<file path="src/rtl/MD_pkg.sv">
// Shared definitions for the Lennard-Jones coefficient table.
//   ELEMENT_WIDTH   bits per element code (code 0 = no element)
//   FLOAT_WIDTH     width of one IEEE-754 single coefficient
//   lj_load_state_t loader FSM states
//   lj_coeff_t      one table entry {coeff_8, coeff_14}
package MD_pkg;

    localparam int ELEMENT_WIDTH = 2;
    localparam int FLOAT_WIDTH   = 32;

    typedef enum logic [1:0] {
        EMPTY   = 2'd0,
        LOADING = 2'd1,
        ARMED   = 2'd2
    } lj_load_state_t;

    typedef struct packed {
        logic [FLOAT_WIDTH-1:0] coeff_8;
        logic [FLOAT_WIDTH-1:0] coeff_14;
    } lj_coeff_t;

endpackage

</file>
<file path="src/rtl/lj_coeff_regfile.sv">
// Coefficient storage for the LJ table.
// One write port (optionally also writing the mirrored index), one registered
// read port, per-entry valid bits with synchronous clear.
// Ports:
//   clk, rst_n          clock, async active-low reset
//   we_i, mirror_i      write enable; also write {b,a} when mirror_i=1
//   waddr_i, wdata_i    write index {a,b} and packed {coeff_8, coeff_14}
//   clr_i               clear all valid bits (coefficients are kept)
//   re_i, raddr_i       read request and index
//   rd_armed_i          table is armed; otherwise every read misses
//   rvalid_o, rdata_o   registered read result
//   rmiss_o             registered miss flag
module lj_coeff_regfile
    import MD_pkg::*;
#(
    parameter int ADDR_W = 2 * ELEMENT_WIDTH
) (
    input  logic                          clk,
    input  logic                          rst_n,
    input  logic                          we_i,
    input  logic                          mirror_i,
    input  logic [ADDR_W-1:0]             waddr_i,
    input  logic [$bits(lj_coeff_t)-1:0]  wdata_i,
    input  logic                          clr_i,
    input  logic                          re_i,
    input  logic [ADDR_W-1:0]             raddr_i,
    input  logic                          rd_armed_i,
    output logic                          rvalid_o,
    output logic [$bits(lj_coeff_t)-1:0]  rdata_o,
    output logic                          rmiss_o
);

    localparam int DEPTH = 2 ** ADDR_W;
    localparam int HALF  = ADDR_W / 2;

    lj_coeff_t               mem_q [DEPTH];
    logic [DEPTH-1:0]        valid_q;
    logic                    rvalid_q;
    lj_coeff_t               rdata_q;
    logic                    rmiss_q;
    logic [ADDR_W-1:0]       maddr;

    assign maddr = {waddr_i[HALF-1:0], waddr_i[ADDR_W-1:HALF]};

    // Coefficient storage is deliberately not reset or cleared.
    always_ff @(posedge clk) begin
        if (we_i) begin
            for (int i = 0; i < DEPTH; i++) begin
                if ((ADDR_W'(i) == waddr_i) || (mirror_i && (ADDR_W'(i) == maddr))) begin
                    mem_q[i] <= lj_coeff_t'(wdata_i);
                end
            end
        end
    end

    always_ff @(posedge clk or negedge rst_n) begin
        if (!rst_n) begin
            valid_q <= '0;
        end else if (clr_i) begin
            valid_q <= '0;
        end else if (we_i) begin
            for (int i = 0; i < DEPTH; i++) begin
                if ((ADDR_W'(i) == waddr_i) || (mirror_i && (ADDR_W'(i) == maddr))) begin
                    valid_q[i] <= 1'b1;
                end
            end
        end
    end

    // Read samples storage before any same-cycle write lands, so a lookup
    // colliding with a write returns the old contents.
    always_ff @(posedge clk or negedge rst_n) begin
        if (!rst_n) begin
            rvalid_q <= 1'b0;
            rdata_q  <= '0;
            rmiss_q  <= 1'b0;
        end else begin
            rvalid_q <= re_i;
            if (re_i) begin
                if (rd_armed_i && valid_q[raddr_i]) begin
                    rdata_q <= mem_q[raddr_i];
                    rmiss_q <= 1'b0;
                end else begin
                    rdata_q <= '0;
                    rmiss_q <= 1'b1;
                end
            end
        end
    end

    assign rvalid_o = rvalid_q;
    assign rdata_o  = rdata_q;
    assign rmiss_o  = rmiss_q;

endmodule

</file>
<file path="src/rtl/lj_coeff_table_loader.sv">
// Programmable Lennard-Jones coefficient table: loads (pair, coeff_8, coeff_14)
// records over a valid/ready stream, then serves pair lookups with one cycle
// of registered latency.
// Build option: LJ_COEFF_SYMMETRIC_EN -- each record also writes {elem_b, elem_a}.
// Ports:
//   clk, rst_n                          clock, async active-low reset
//   i_cfg_valid / o_cfg_ready           config handshake
//   i_cfg_elements, i_cfg_coeff_8/_14   record contents
//   i_cfg_last                          final record, arms the table
//   i_reload                            in ARMED: unlock and clear for new load
//   i_lookup_valid, i_lookup_elements   lookup request
//   o_lookup_valid, o_coeff_8/_14       lookup result (held while not valid)
//   o_lookup_miss                       unwritten entry or table not armed
//   o_table_armed, o_load_count         status
//   o_cfg_error                         sticky: record with element code 0 seen
//
// state   | meaning
// EMPTY   | no records accepted since reset/reload
// LOADING | records arriving, table not yet usable
// ARMED   | load complete, table locked, lookups can hit
module lj_coeff_table_loader
    import MD_pkg::*;
#(
    parameter int ELEMENT_WIDTH = MD_pkg::ELEMENT_WIDTH,
    parameter int FLOAT_WIDTH   = MD_pkg::FLOAT_WIDTH,
    parameter int DEPTH         = 2 ** (2 * ELEMENT_WIDTH)
) (
    input  logic                       clk,
    input  logic                       rst_n,
    input  logic                       i_cfg_valid,
    output logic                       o_cfg_ready,
    input  logic [2*ELEMENT_WIDTH-1:0] i_cfg_elements,
    input  logic [FLOAT_WIDTH-1:0]     i_cfg_coeff_8,
    input  logic [FLOAT_WIDTH-1:0]     i_cfg_coeff_14,
    input  logic                       i_cfg_last,
    input  logic                       i_reload,
    input  logic                       i_lookup_valid,
    input  logic [2*ELEMENT_WIDTH-1:0] i_lookup_elements,
    output logic                       o_lookup_valid,
    output logic [FLOAT_WIDTH-1:0]     o_coeff_8,
    output logic [FLOAT_WIDTH-1:0]     o_coeff_14,
    output logic                       o_lookup_miss,
    output logic                       o_table_armed,
    output logic [2*ELEMENT_WIDTH:0]   o_load_count,
    output logic                       o_cfg_error
);

    localparam int                ADDR_W  = 2 * ELEMENT_WIDTH;
    localparam int                CNT_W   = ADDR_W + 1;
    localparam logic [CNT_W-1:0]  CNT_MAX = CNT_W'(DEPTH);

`ifdef LJ_COEFF_SYMMETRIC_EN
    localparam logic MIRROR = 1'b1;
`else
    localparam logic MIRROR = 1'b0;
`endif

    lj_load_state_t      state_q, state_d;
    logic [CNT_W-1:0]    count_q, count_d;
    logic                err_q, err_d;
    logic                cfg_ready;
    logic                accept;
    logic                reserved;
    logic                wr_en;
    logic                clr;
    logic [2*FLOAT_WIDTH-1:0] rdata;

    assign cfg_ready = (state_q != ARMED);
    assign accept    = i_cfg_valid && cfg_ready;
    assign reserved  = (i_cfg_elements[ADDR_W-1:ELEMENT_WIDTH] == '0) ||
                       (i_cfg_elements[ELEMENT_WIDTH-1:0] == '0);
    assign wr_en     = accept && !reserved;
    assign clr       = (state_q == ARMED) && i_reload;

    always_ff @(posedge clk or negedge rst_n) begin
        if (!rst_n) begin
            state_q <= EMPTY;
            count_q <= '0;
            err_q   <= 1'b0;
        end else begin
            state_q <= state_d;
            count_q <= count_d;
            err_q   <= err_d;
        end
    end

    always_comb begin
        state_d = state_q;
        count_d = count_q;
        err_d   = err_q;
        unique case (state_q)
            EMPTY: begin
                if (accept) state_d = i_cfg_last ? ARMED : LOADING;
            end
            LOADING: begin
                if (accept && i_cfg_last) state_d = ARMED;
            end
            ARMED: begin
                if (i_reload) state_d = EMPTY;
            end
            default: state_d = EMPTY;
        endcase
        if (clr) begin
            count_d = '0;
            err_d   = 1'b0;
        end else begin
            if (wr_en && (count_q != CNT_MAX)) count_d = count_q + 1'b1;
            // Dropped records still count as accepted for FSM purposes.
            if (accept && reserved) err_d = 1'b1;
        end
    end

    lj_coeff_regfile #(
        .ADDR_W (ADDR_W)
    ) u_regfile (
        .clk        (clk),
        .rst_n      (rst_n),
        .we_i       (wr_en),
        .mirror_i   (MIRROR),
        .waddr_i    (i_cfg_elements),
        .wdata_i    ({i_cfg_coeff_8, i_cfg_coeff_14}),
        .clr_i      (clr),
        .re_i       (i_lookup_valid),
        .raddr_i    (i_lookup_elements),
        .rd_armed_i (state_q == ARMED),
        .rvalid_o   (o_lookup_valid),
        .rdata_o    (rdata),
        .rmiss_o    (o_lookup_miss)
    );

    assign o_coeff_8     = rdata[2*FLOAT_WIDTH-1:FLOAT_WIDTH];
    assign o_coeff_14    = rdata[FLOAT_WIDTH-1:0];
    assign o_cfg_ready   = cfg_ready;
    assign o_table_armed = (state_q == ARMED);
    assign o_load_count  = count_q;
    assign o_cfg_error   = err_q;

endmodule

</file>
<file path="config.mk">
export PLATFORM = sky130hd
export DESIGN_NAME = lj_coeff_table_loader
export DESIGN_NICKNAME = d
export VERILOG_FILES = /design/src/rtl/MD_pkg.sv /design/src/rtl/lj_coeff_regfile.sv /design/src/rtl/lj_coeff_table_loader.sv
export SDC_FILE = /design/constraint.sdc
export NUM_CORES = 1
export LEC_CHECK = 0
export ABC_AREA = 1
export BUFFER_PORTS_ARGS = -buffer_cell sky130_fd_sc_hd__buf_2
export CELL_PAD_IN_SITES_DETAIL_PLACEMENT = 1
export CELL_PAD_IN_SITES_GLOBAL_PLACEMENT = 2
export CORE_ASPECT_RATIO = 0.6
export CORE_MARGIN = 2
export CORE_UTILIZATION = 47
export DETAILED_ROUTE_END_ITERATION = 8
export PLACE_DENSITY_LB_ADDON = 0.3
export SETUP_SLACK_MARGIN = 0.02
export SLEW_MARGIN = 20
export SYNTH_ARGS = -nofsm -noshare
export SYNTH_HDL_FRONTEND = slang
export SYNTH_SLANG_ARGS = --single-unit
</file>
<file path="constraint.sdc">
create_clock -name clk -period 6.4 [get_ports clk]
set_input_delay 0.32 -clock clk [delete_from_list [all_inputs] [get_ports clk]]
set_output_delay 0.32 -clock clk [all_outputs]
set_load 0.005 [all_outputs]
</file>
# == Word-level counts from Yosys, hierarchy flattened ==
# Memory sizes are Yosys's and may differ from the RTL's.
# Cells that the tools add are included.
# word_totals
out_inout_bits,74
ff_bits,90
input_bits,78
ramBits,1024
n_memories,1
word_cells,236
# classes
n_lt_le_gt_ge,1
n_eq_ne,22
n_mux,124
reduce_logical,64
add_sub_neg,1
# memory_table
name,words,word_bits,read_ports,rd_ports_with_merged_regs,write_ports,line_no,source
u_regfile.mem_q,16,64,1,0,1,lj_coeff_regfile.sv:36,lj_coeff_t mem_q [DEPTH];
# op_table
op,count
2-to-1 mux 64 bit,16
OR reduction 64 bit,15
2-to-1 mux 1 bit,83
2-to-1 mux 4 bit,15
nonzero test 2 bit,19
"equality test 4 bit, first input constant",8
2-to-1 mux 16 bit,2
AND reduction 2 bit,16
"equality test 3 x 4 -> 1 bit, first input constant",4
2-to-1 mux 5 bit,2
"equality test 2 x 4 -> 1 bit, first input constant",2
2-to-1 mux 2 bit,4
"!= test 2 bit, second input constant",4
logical AND 1 bit,7
zero test 2 bit,3
case mux 2 bit (3 select lines),1
"adder 5 x 1 -> 5 bit, second input constant",1
"less-than comparator 4 x 5 -> 1 bit, second input constant",1
"!= test 5 bit, second input constant",1
binary-select mux 1 bit (select 4 bit),1
"equality test 1 x 4 -> 1 bit, first input constant",1
zero test 4 bit,1
AND reduction 3 bit,1
"equality test 2 x 1 -> 1 bit, second input constant",1
other kinds (3),3

# == Logic depth before layout (Yosys ltp) ==
# Gate-level depths: netlist of run 1.
# logic_depth
depth_word,22
depth_mapped,12
depth_no_buf,10

# == Modules after synthesis ==
# Synthesis of run 1 repeated with hierarchy kept, for this count alone.
# hier_totals
cells_unflattened,3690
hier_area_um2,45029.4
# modules_own_cells
module,area_each_um2,n_inst,cells_each,seq_area_each_um2
lj_coeff_regfile,44437.6,1,3616,32801.5
lj_coeff_table_loader,591.8,1,74,200.2

# == Worst setup path after synthesis of run 1 ==
# OpenSTA, ideal clock, no wires.
# synth_path
kind,register to register
startpoint,register state_q[1]
endpoint,memory u_regfile.mem_q[10][0] in the netlist's numbering (enable)
path_stages_with_launch,8
slack_ns,3.553
required_time_ns,5.982
t_arrival_ns,2.429
setup_ns,0.418
path_buffers,0
synth_period_minus_slack_ns,2.847
cell_sequence,dfrtp_1 > nand2_1 > nand2_1 > nor2_1 > inv_1 > nor3_1 > nand2_1 > inv_1
# synth_between
elab_chain_cells,21
elab_cells_between_ends,80
cone_classes,1 x eq/ne; 62 x mux; 17 x reduce/logical
# synth_rtl
item,line_no,source
start: declaration,lj_coeff_table_loader.sv:58,"lj_load_state_t state_q, state_d;"
start signal: assignment,lj_coeff_table_loader.sv:81,state_q <= state_d;
!= test 2 bit (*),lj_coeff_table_loader.sv:68,assign cfg_ready = (state_q != ARMED);
via o_cfg_ready,lj_coeff_table_loader.sv:31,"output logic o_cfg_ready,"
logical AND 1 bit (*),lj_coeff_table_loader.sv:69,assign accept = i_cfg_valid && cfg_ready;
logical AND 1 bit (*),lj_coeff_table_loader.sv:72,assign wr_en = accept && !reserved;
2-to-1 mux 1 bit,lj_coeff_regfile.sv:47,if (we_i) begin
2-to-1 mux 1 bit (not written as such),lj_coeff_regfile.sv:50,mem_q[i] <= lj_coeff_t'(wdata_i);
OR reduction 64 bit (no line),--,
2-to-1 mux 4 bit (no line) or 2-to-1 mux 1 bit (tied branches) (15 in series),--,
end: declaration,lj_coeff_regfile.sv:36,
# The timed path passes the listed nets; every way through them passes the cells marked *.

# == Worst setup path in the final report of run 1 ==
# layout_path
startpoint,register state_q[1]
endpoint,memory u_regfile.mem_q[10][35] in the netlist's numbering (enable)
# layout_between
elab_chain_cells,21
elab_cells_between_ends,80
cone_classes,1 x eq/ne; 62 x mux; 17 x reduce/logical
# layout_rtl
item,line_no
!= test 2 bit (*),lj_coeff_table_loader.sv:68
logical AND 1 bit (*),lj_coeff_table_loader.sv:69
logical AND 1 bit (*),lj_coeff_table_loader.sv:72
2-to-1 mux 1 bit,lj_coeff_regfile.sv:47
2-to-1 mux 1 bit (not written as such),lj_coeff_regfile.sv:50
OR reduction 64 bit (no line),--
2-to-1 mux 4 bit (no line) or 2-to-1 mux 1 bit (tied branches) (15 in series),--
# Every way passes the cells marked *; elsewhere a longest branch is shown, timed or not.

==> results of run 1 <==
-- routing by layer --
metal	vias up	track usage, %	wire, µm
li1	13500	-	-
met1	15000	36.3	55700
met2	718	40.3	56800
met3	196	4.26	6740
met4	6	6.74	2970
met5	-	0	33
-- area by class of cell --
| class | instances | area (µm²) |
|---|---|---|
| antenna | 3 | 7.51 |
| clock buffer | 149 | 2990 |
| clock inverter | 47 | 513 |
| fill | 9856 | 42400 |
| inverter | 53 | 254 |
| multi-input combinational | 2667 | 11400 |
| sequential | 1114 | 33000 |
| tap | 1246 | 1560 |
| timing repair buffer | 249 | 1730 |
-- state kept, by name, summed over array words and instances, names as in the netlist --
| register | flops |
|---|---|
| o_cfg_error | 1 |
| o_load_count | 5 |
| state_q | 2 |
| u_regfile.mem_q | 1024 |
| u_regfile.rdata_o | 64 |
| u_regfile.rmiss_o | 1 |
| u_regfile.rvalid_o | 1 |
| u_regfile.valid_q | 16 |
-- cell usage in the layout, fill, tap and decap left out, drive strengths merged, types with 3 or more instances in the layout --
cell type       n
nand2        1146
edfxtp       1024
nand3         974
conb          448
buf           181
clkbuf        149
dfrtp          90
dlygate4sd3    68
o21ai          66
inv            53
clkinv         35
a21oi          12
bufinv         11
nor2            9
diode           3
-- worst register-to-register path, cell delays in order (launching register included) --
cell and delay [ps]:
dfrtp_1 400, nand2_1 230, nand2_1 80, nor2_1 250, inv_1 100, nor3_1 310, nand2_1 210, inv_4 520
buf_4 770
-- cell families (layout without fill, tap and decap cells) --
logic type	after synthesis	in the layout	share of synthesized area [%]
and+or+nand+nor	2133	2133	20.8
AOI/OAI and AO/OA	83	83	0.953
adders and majority gates	2	2	0.0562
xor gates and xnor gates	1	1	0.0197
other	1	451	0.00843
buffers and inverters	289	498	4.05
DFF	1114	1114	74.1
-- metrics by stage --
stage          cell area (µm²)  std cells  hold slack [ps]
6_report                 51400       5528             32.0
5_1_grt                  51400       5525             12.1
4_1_cts                  51400       5525             1.62
3_5_place_dp             47200       5261              450
3_3_place_gp             47200       5261              444
2_1_floorplan            46200       4070             24.4
-- repair_timing --
item,in CTS,in global routing
setup buffers,0,0
hold endpoints to repair,983,0
hold buffers,68,0
-- path summary, 6_finish.rpt --
| kind | cells after the start | slack [ps] | endpoint | from |
|---|---|---|---|---|
| max in group asynchronous | 3 | 4670 | u_regfile.rdata_o[12] | rst_n |
| min in group asynchronous | 2 | 310 | u_regfile.rdata_o[42] | rst_n |
| hold / removal | 1 | 30 | u_regfile.mem_q[10][17] | i_cfg_coeff_14[17] |
| setup reg to reg | 8 | 3120 | u_regfile.mem_q[10][35] | state_q[1] |
| setup / recovery | 8 | 3120 | u_regfile.mem_q[10][35] | state_q[1] |
| hold reg to reg | 2 | 470 | u_regfile.valid_q[0] | u_regfile.valid_q[0] |
-- power breakdown --
group          internal [µW]  total, µW  switching, µW
Clock                   3680       6390           2710
Combinational            307       1090            784
Sequential              8290       8400            107
Total                  12300      15900           3600
==> flow_summary.ini, run 1 <==
[sta]
clock.fmax_mhz = 305
tightest_slew_ps = 1150
setup_viol = 0
hold_viol = 0
fin_crit_ps = 3280
finClkSkew_ps = 24.7
relSlewSlack_pct = 23.4
setup_ws_ps = 3120
grt_setup_unrepaired = false
finalSetupTns_ps = 0
slew_violations = 0
fin_crit_sh_pct = 51.3

[detailed_routing]
vias = 29500
drcViolationCount = 0
wl_per_cell_um = 22.1
dr.pass1.iters = 5
drtAntennaViolNets = 0
drtIter0Drc = 2255
drt_wl_total_um = 122000
avgViaCountPerCell = 5.33

[global_routing]
grt_pass1_wl_um = 187000
antenna_found_initial = 6
overflow = 0
grt_max_degree = 211
grt_pass1_vias = 30400
track_usage_pct = 25.3

[layout]
fin_nets = 4268
final_util_pct = 54.8
drive_gt1_share_pct = 8.23
synthToLayoutAreaGrowth_pct = 15.6

[synth]
synth.area.top_cells = edfxtp_1, nand3_1, nand2_1
async_reset_ff_share_pct = 8.08
yosysUniqueCellTypes = 27
synth_edf_count = 1024
syn_area_mm2 = 0.0445
synth_common_cells = nand2_1, edfxtp_1, nand3_1, dfrtp_1, o21ai_1
synth_top_area_share_pct = 69.1
ys.flop_type = edfxtp_1
yosysMostFrequentCell = nand2_1
syn_inst = 3623
synth_top_area_cell = edfxtp_1
ys_seq_area_share_pct = 74.1
ys_seq_elements = 1114
synth.avg_cell_area_um2 = 12.3
ys_warn_count = 0

[worst_setup_path]
max_stage_delay_ps = 720
cp_common_cell = nand2_1
cp-start-kind = flop
end_kind = flop
slowest_stage = buf_4
crit_chain = nand2_1 > nand2_1 > nor2_1 > inv_1 > nor3_1 > nand2_1 > inv_4 > buf_4
critical_path_class = reg2reg
critPathArrivalTime_ps = 3610
cp.buffers_inverters = 3
crit_family = buffers and inverters
crit_path_max_fanout = 34
required_ps = 6720

[clock_tree]
clk_pin_slew_ps = 70
cts_resized = 0
cts_sinks = 1114
h-tree-depth = 3
clock_path_buffers = 3
clock_latency_ps = 700
cts_buffers = 103
clock-root-buffer = clkbuf_16
cts_tree = built

[run_status]
outcome = finished clean

[floorplan]
die_y_um = 242
initial_core_util_pct = 47.4
dieArea_mm2 = 0.0973
row_count = 87
core_area_mm2 = 0.0938
ios = 152
die_w_um = 401

[min_path]
hold_path_class = in2reg

[place]
io_buffers = 151
gp_congestion = 0.726
dp_slack_ps = 2550
dp_hpwl_um = 62600

[power_and_ir_drop]
power.density_mw_per_mm2 = 309
power.leakage_uw = 0.0200
ir_drop_v = 0.000229
power.total_uw = 15900

[job]
cap_violations = 0
Note: power is estimated with default switching activity, not from simulation.
==> run 2: changes to the inputs <==
CORE_UTILIZATION = 39   (was 47)
clock period = 2.87 ns   (was 6.4 ns; I/O delays follow)
==> run 2 against run 1 <==
Net effect:
- setup slack worse by 2800 ps
- combinational power up 130%
- via count down 0.79%
- clock skew up 15 ps
- power up 120%
- hold slack better by 11 ps
- flip-flop and latch count unchanged
- global-route usage down 4.8 points
- final area up 2.3%
- non-clock buffer count up 45
- clock-buffer cell count down 10
- critical endpoint is now u_regfile.valid_q[11]
- highest routed layer unchanged
==> flow_summary.ini, run 2 (same netlist as run 1, synthesis figures left out) <==
[run_status]
outcome = finished clean

[layout]
fillers = 12000
final_util_pct = 46.8
final_cell_mix = nand2_1, edfxtp_1, nand3_1, conb_1, buf_2
largest_register = u_regfile.mem_q
fin_nets = 4317
largest_register_ffs = 1024
layout.cells.most_common = nand2_1
synthToLayoutAreaGrowth_pct = 18.3
instances_no_fill = 5837
drive_gt1_share_pct = 9.26

[global_routing]
overflow = 0
track_usage_pct = 20.5
antenna_found_initial = 3
grt_pass1_wl_um = 183000
grt_pass1_vias = 29600
grt_max_degree = 136

[clock_tree]
cts_buffers = 107
clock-root-buffer = clkbuf_16
cts_tree = built
h-tree-depth = 3
clk_pin_slew_ps = 70
cts_setup_buffers = 0
clock_path_buffers = 3
clock_latency_ps = 730
cts_sinks = 1114

[detailed_routing]
drt_wl_total_um = 120000
drtIter0Drc = 2089
wl_per_cell_um = 20.5
drtAntennaViolNets = 0
vias = 29200
dr.pass1.iters = 4
avgViaCountPerCell = 5.01
drcViolationCount = 0

[sta]
grt_setup_unrepaired = false
finClkSkew_ps = 39.8
finalSetupTns_ps = 0
fin_crit_sh_pct = 88.0
setup_ws_ps = 344
hold_viol = 0
setup_viol = 0
slew_violations = 0
relSlewSlack_pct = 43.6
fin_crit_ps = 2530
clock.fmax_mhz = 396
tightest_slew_ps = 846

[worst_setup_path]
end_kind = flop
required_ps = 3500
cp_common_cell = nand2_1
cp.buffers_inverters = 2
crit_family = simple AND/OR/NAND/NOR gates
critPathArrivalTime_ps = 3160
cp-start-kind = flop
max_stage_delay_ps = 650
slowest_stage = dlygate4sd3_1
crit_chain = nand2_1 > nand2_1 > nor2_1 > inv_1 > nor3_1 > nand2_1 > dlygate4sd3_1 > a21oi_1
worst_r2r_path_depth = 8
crit_path_max_fanout = 6
critical_path_class = reg2reg
cp_num_cells = 8

[floorplan]
die_y_um = 266
core_area_mm2 = 0.113
ios = 152
die_w_um = 440
row_count = 95
initial_core_util_pct = 39.5
dieArea_mm2 = 0.117

[power_and_ir_drop]
ir_drop_v = 0.000485
power.density_mw_per_mm2 = 677
power.total_uw = 35600
power.leakage_uw = 0.0204

[place]
dp_slack_ps = 452
placedCellCount = 5552
gp_congestion = 0.720
dp_hpwl_um = 67000
io_buffers = 151

[min_path]
hold_path_class = in2async

[job]
cap_violations = 0
## run 2: cell types whose count changed in the layout (fill, tap and decap cells not counted), sizes merged
cell	previous run	this run
buf	181	216
clkbuf	149	139
dlygate4sd3	68	78
clkinv	35	44
inv	53	61
clkinvlp	1	4
bufinv	11	9
diode	3	2
## run 2: area by class of cell
class                   count  area, µm²  area share, %
diodes                      2       5.00        0.00951
well taps                1503       1880           3.57
flip-flops and latches   1114      33000           62.7
clock inverters            65        624           1.19
inverters                  53        255          0.485
clock buffers             139       2920           5.54
repair buffers            294       2570           4.88
multi-input cells        2667      11400           21.6
## run 2: path summary, 6_finish.rpt
| kind | startpoint | end | slack, ps |
|---|---|---|---|
| worst max-delay path | state_q[1] | u_regfile.valid_q[11] | 340 |
| worst min-delay path | rst_n | u_regfile.rdata_o[35] | 40 |
| worst max register to register | state_q[1] | u_regfile.valid_q[11] | 340 |
| worst min register to register | u_regfile.valid_q[12] | u_regfile.valid_q[12] | 470 |
| max in group asynchronous | rst_n | u_regfile.rdata_o[30] | 2370 |
| min in group clk | i_lookup_elements[1] | u_regfile.rdata_o[34] | 80 |
## run 2: through the flow
stage          hold slack (ps)  instance area (µm²)
5_1_grt                   51.4                52600
6_report                  43.1                52600
3_5_place_dp               172                48300
2_1_floorplan             -152                46200
3_3_place_gp               170                48300
4_1_cts                   9.84                52600
## run 2: what timing repair did
item / in CTS / in global routing
endpoints found under the hold margin: 1134 / 0
resized for setup: 0 / 0
hold buffers: 79 / 0
## run 2: where the power goes
part | switching [µW] | internal, µW
clock | 6350 | 8030
combinational | 1780 | 747
sequential | 222 | 18500
## run 2: tightest hold or removal path, delay by kind of cell
kind	cells	cell delay, ps
buffers and inverters	3	960
## run 2: metal layers
layer  part of all wire [%]  global-route usage [%]  vias to the layer above
li1                       -                       -                    13600
met1                     50                    31.3                    15000
met2                     44                    31.0                      484
met3                    3.9                    2.90                      152
met4                    2.0                    4.93                        2
met5                  0.013                       0                        -
==> run 3: changes to the inputs <==
CORE_ASPECT_RATIO = 1.5   (was 0.6)
==> run 3 against run 2 <==
Net effect:
- clock skew is 1.5 ps lower
- largest cell class unchanged
- die area about the same
- final area grew 0.36%
- highest routed layer unchanged
- clock power rose by 6%
- core utilization about the same
- combinational power about the same
- global-route usage increased by 0.18 points
- critical path depth did not move
- critical endpoint is now u_regfile.mem_q[10][14]
- setup slack better by 120 ps
==> flow_summary.ini, run 3 (same netlist as run 1, synthesis figures left out) <==
[global_routing]
track_usage_pct = 20.7
grt_max_degree = 137
antenna_found_initial = 5
grt_pass1_vias = 30800
grt_pass1_wl_um = 184000
overflow = 0

[worst_setup_path]
max_stage_delay_ps = 450
crit_family = simple AND/OR/NAND/NOR gates
reg2reg_slack_ps = 460
critical_path_class = reg2reg
required_ps = 3270
cp_common_cell = nand2_1
cp-start-kind = flop
slowest_stage = nor3_1
cp.buffers_inverters = 3
critPathCapture = u_regfile.mem_q[10][14]
crit_path_max_fanout = 20
crit_chain = nand2_1 > nand2_1 > nor2_1 > inv_1 > nor3_1 > nand2_1 > inv_4 > buf_12
end_kind = flop
reg2reg_from = state_q[1]
cp_num_cells = 8
reg2reg_to = u_regfile.mem_q[10][14]
startpoint = state_q[1]
worst_r2r_path_depth = 8
critPathArrivalTime_ps = 2810

[clock_tree]
clock-root-buffer = clkbuf_16
cts_tree = built
clock_path_buffers = 3
cts_setup_buffers = 0
cts_buffers = 109
h-tree-depth = 3
clock_latency_ps = 720
cts_sinks = 1114
clk_pin_slew_ps = 60

[detailed_routing]
drtAntennaViolNets = 0
avgViaCountPerCell = 5.07
vias = 29400
drcViolationCount = 0
dr.pass1.iters = 5
wl_per_cell_um = 20.7
drt_wl_total_um = 120000
drtIter0Drc = 1609

[floorplan]
row_count = 151
die_w_um = 280
dieArea_mm2 = 0.117
initial_core_util_pct = 39.4
die_y_um = 418
core_area_mm2 = 0.113
ios = 152

[run_status]
outcome = finished clean

[layout]
final_cell_mix = nand2_1, edfxtp_1, nand3_1, conb_1, buf_2
drive_gt1_share_pct = 9.32
layout.cells.most_common = nand2_1
final_cell_area_mm2 = 0.0528
largest_register_ffs = 1024
fillers = 12000
synthToLayoutAreaGrowth_pct = 18.7
fin_nets = 4319
largest_register = u_regfile.mem_q
instances_no_fill = 5793

[sta]
finClkSkew_ps = 38.3
tightest_slew_ps = 874
slew_violations = 0
grt_setup_unrepaired = false
hold_viol = 0
timing.hold.ws_ps = 78.1
clock.fmax_mhz = 416
fin_crit_sh_pct = 83.8
setup_viol = 0
finalSetupTns_ps = 0
relSlewSlack_pct = 41.7
fin_crit_ps = 2410

[place]
dp_hpwl_um = 66200
placedCellCount = 5502
gp_congestion = 0.763
io_buffers = 151
placed_area_mm2 = 0.0482

[power_and_ir_drop]
ir_drop_v = 0.000506
power.leakage_uw = 0.0205
power.density_mw_per_mm2 = 689
power.total_uw = 36400

[job]
cap_violations = 0

[min_path]
hold_path_class = in2async
run 3: cell count changes in the layout (fill, tap and decap cells not counted), sizes merged:
cell | previous run | this run
diode | 2 | 4
bufinv | 9 | 18
clkinv | 44 | 51
inv | 61 | 54
clkbuf | 139 | 136
clkinvlp | 4 | 2
run 3: area by class of cell:
type	count	area [µm²]	share of cell area, %
diodes	4	10.0	0.0189
clock buffers	136	2940	5.57
clock inverters	72	863	1.63
inverters	53	254	0.481
multi-input cells	2667	11400	21.5
flip-flops and latches	1114	33000	62.5
well taps	1453	1820	3.44
repair buffers	294	2560	4.84
run 3: per-stage QoR:
stage               utilization, %  setup WS [ps]
finish                        46.8            464
global route                  46.8            274
CTS                           46.7            420
detailed placement            42.7            401
global placement              42.7            307
floorplan                        -           23.4
run 3: worst reg2reg max path, stage by stage, from the launching register on:
cell and delay [ps]:
dfrtp_1 400, nand2_1 200, nand2_1 80, nor2_1 150
inv_1 70, nor3_1 450, nand2_1 210, inv_4 310
buf_12 230
run 3: worst min path at each step:
stage	slack, ps	end	start	depth (start not counted)
after floorplan	-150	o_cfg_error	rst_n	0
final	80	u_regfile.rdata_o[40]	rst_n	3
after detailed placement	150	u_regfile.rvalid_o	rst_n	1
after global placement	140	u_regfile.rvalid_o	rst_n	1
after CTS	20	u_regfile.rdata_o[43]	i_lookup_elements[2]	4
after global routing	100	u_regfile.rdata_o[37]	rst_n	3
run 3: repair_timing:
item                                    in CTS  in global routing
hold buffers                                79                  0
hold endpoints to repair                  1144                  0
endpoints found under the setup margin       0                  0
gates resized for setup                      0                  0
run 3: per-layer routing:
metal / wire (µm) / global-route usage, % / up-vias
met3: 3850 / 2.32 / 188
met5: 26 / 0 / -
li1: - / - / 13600
met2: 64400 / 38.6 / 496
met1: 48200 / 24.6 / 15000
met4: 3470 / 7.27 / 4
run 3: report_power, final:
group	total [µW]	switching [µW]	leakage (µW)	internal (µW)
Combinational	2500	1760	0.00781	742
Clock	15200	6280	0.00187	8900
Sequential	18700	226	0.0108	18500
Total	36400	8260	0.0205	28100
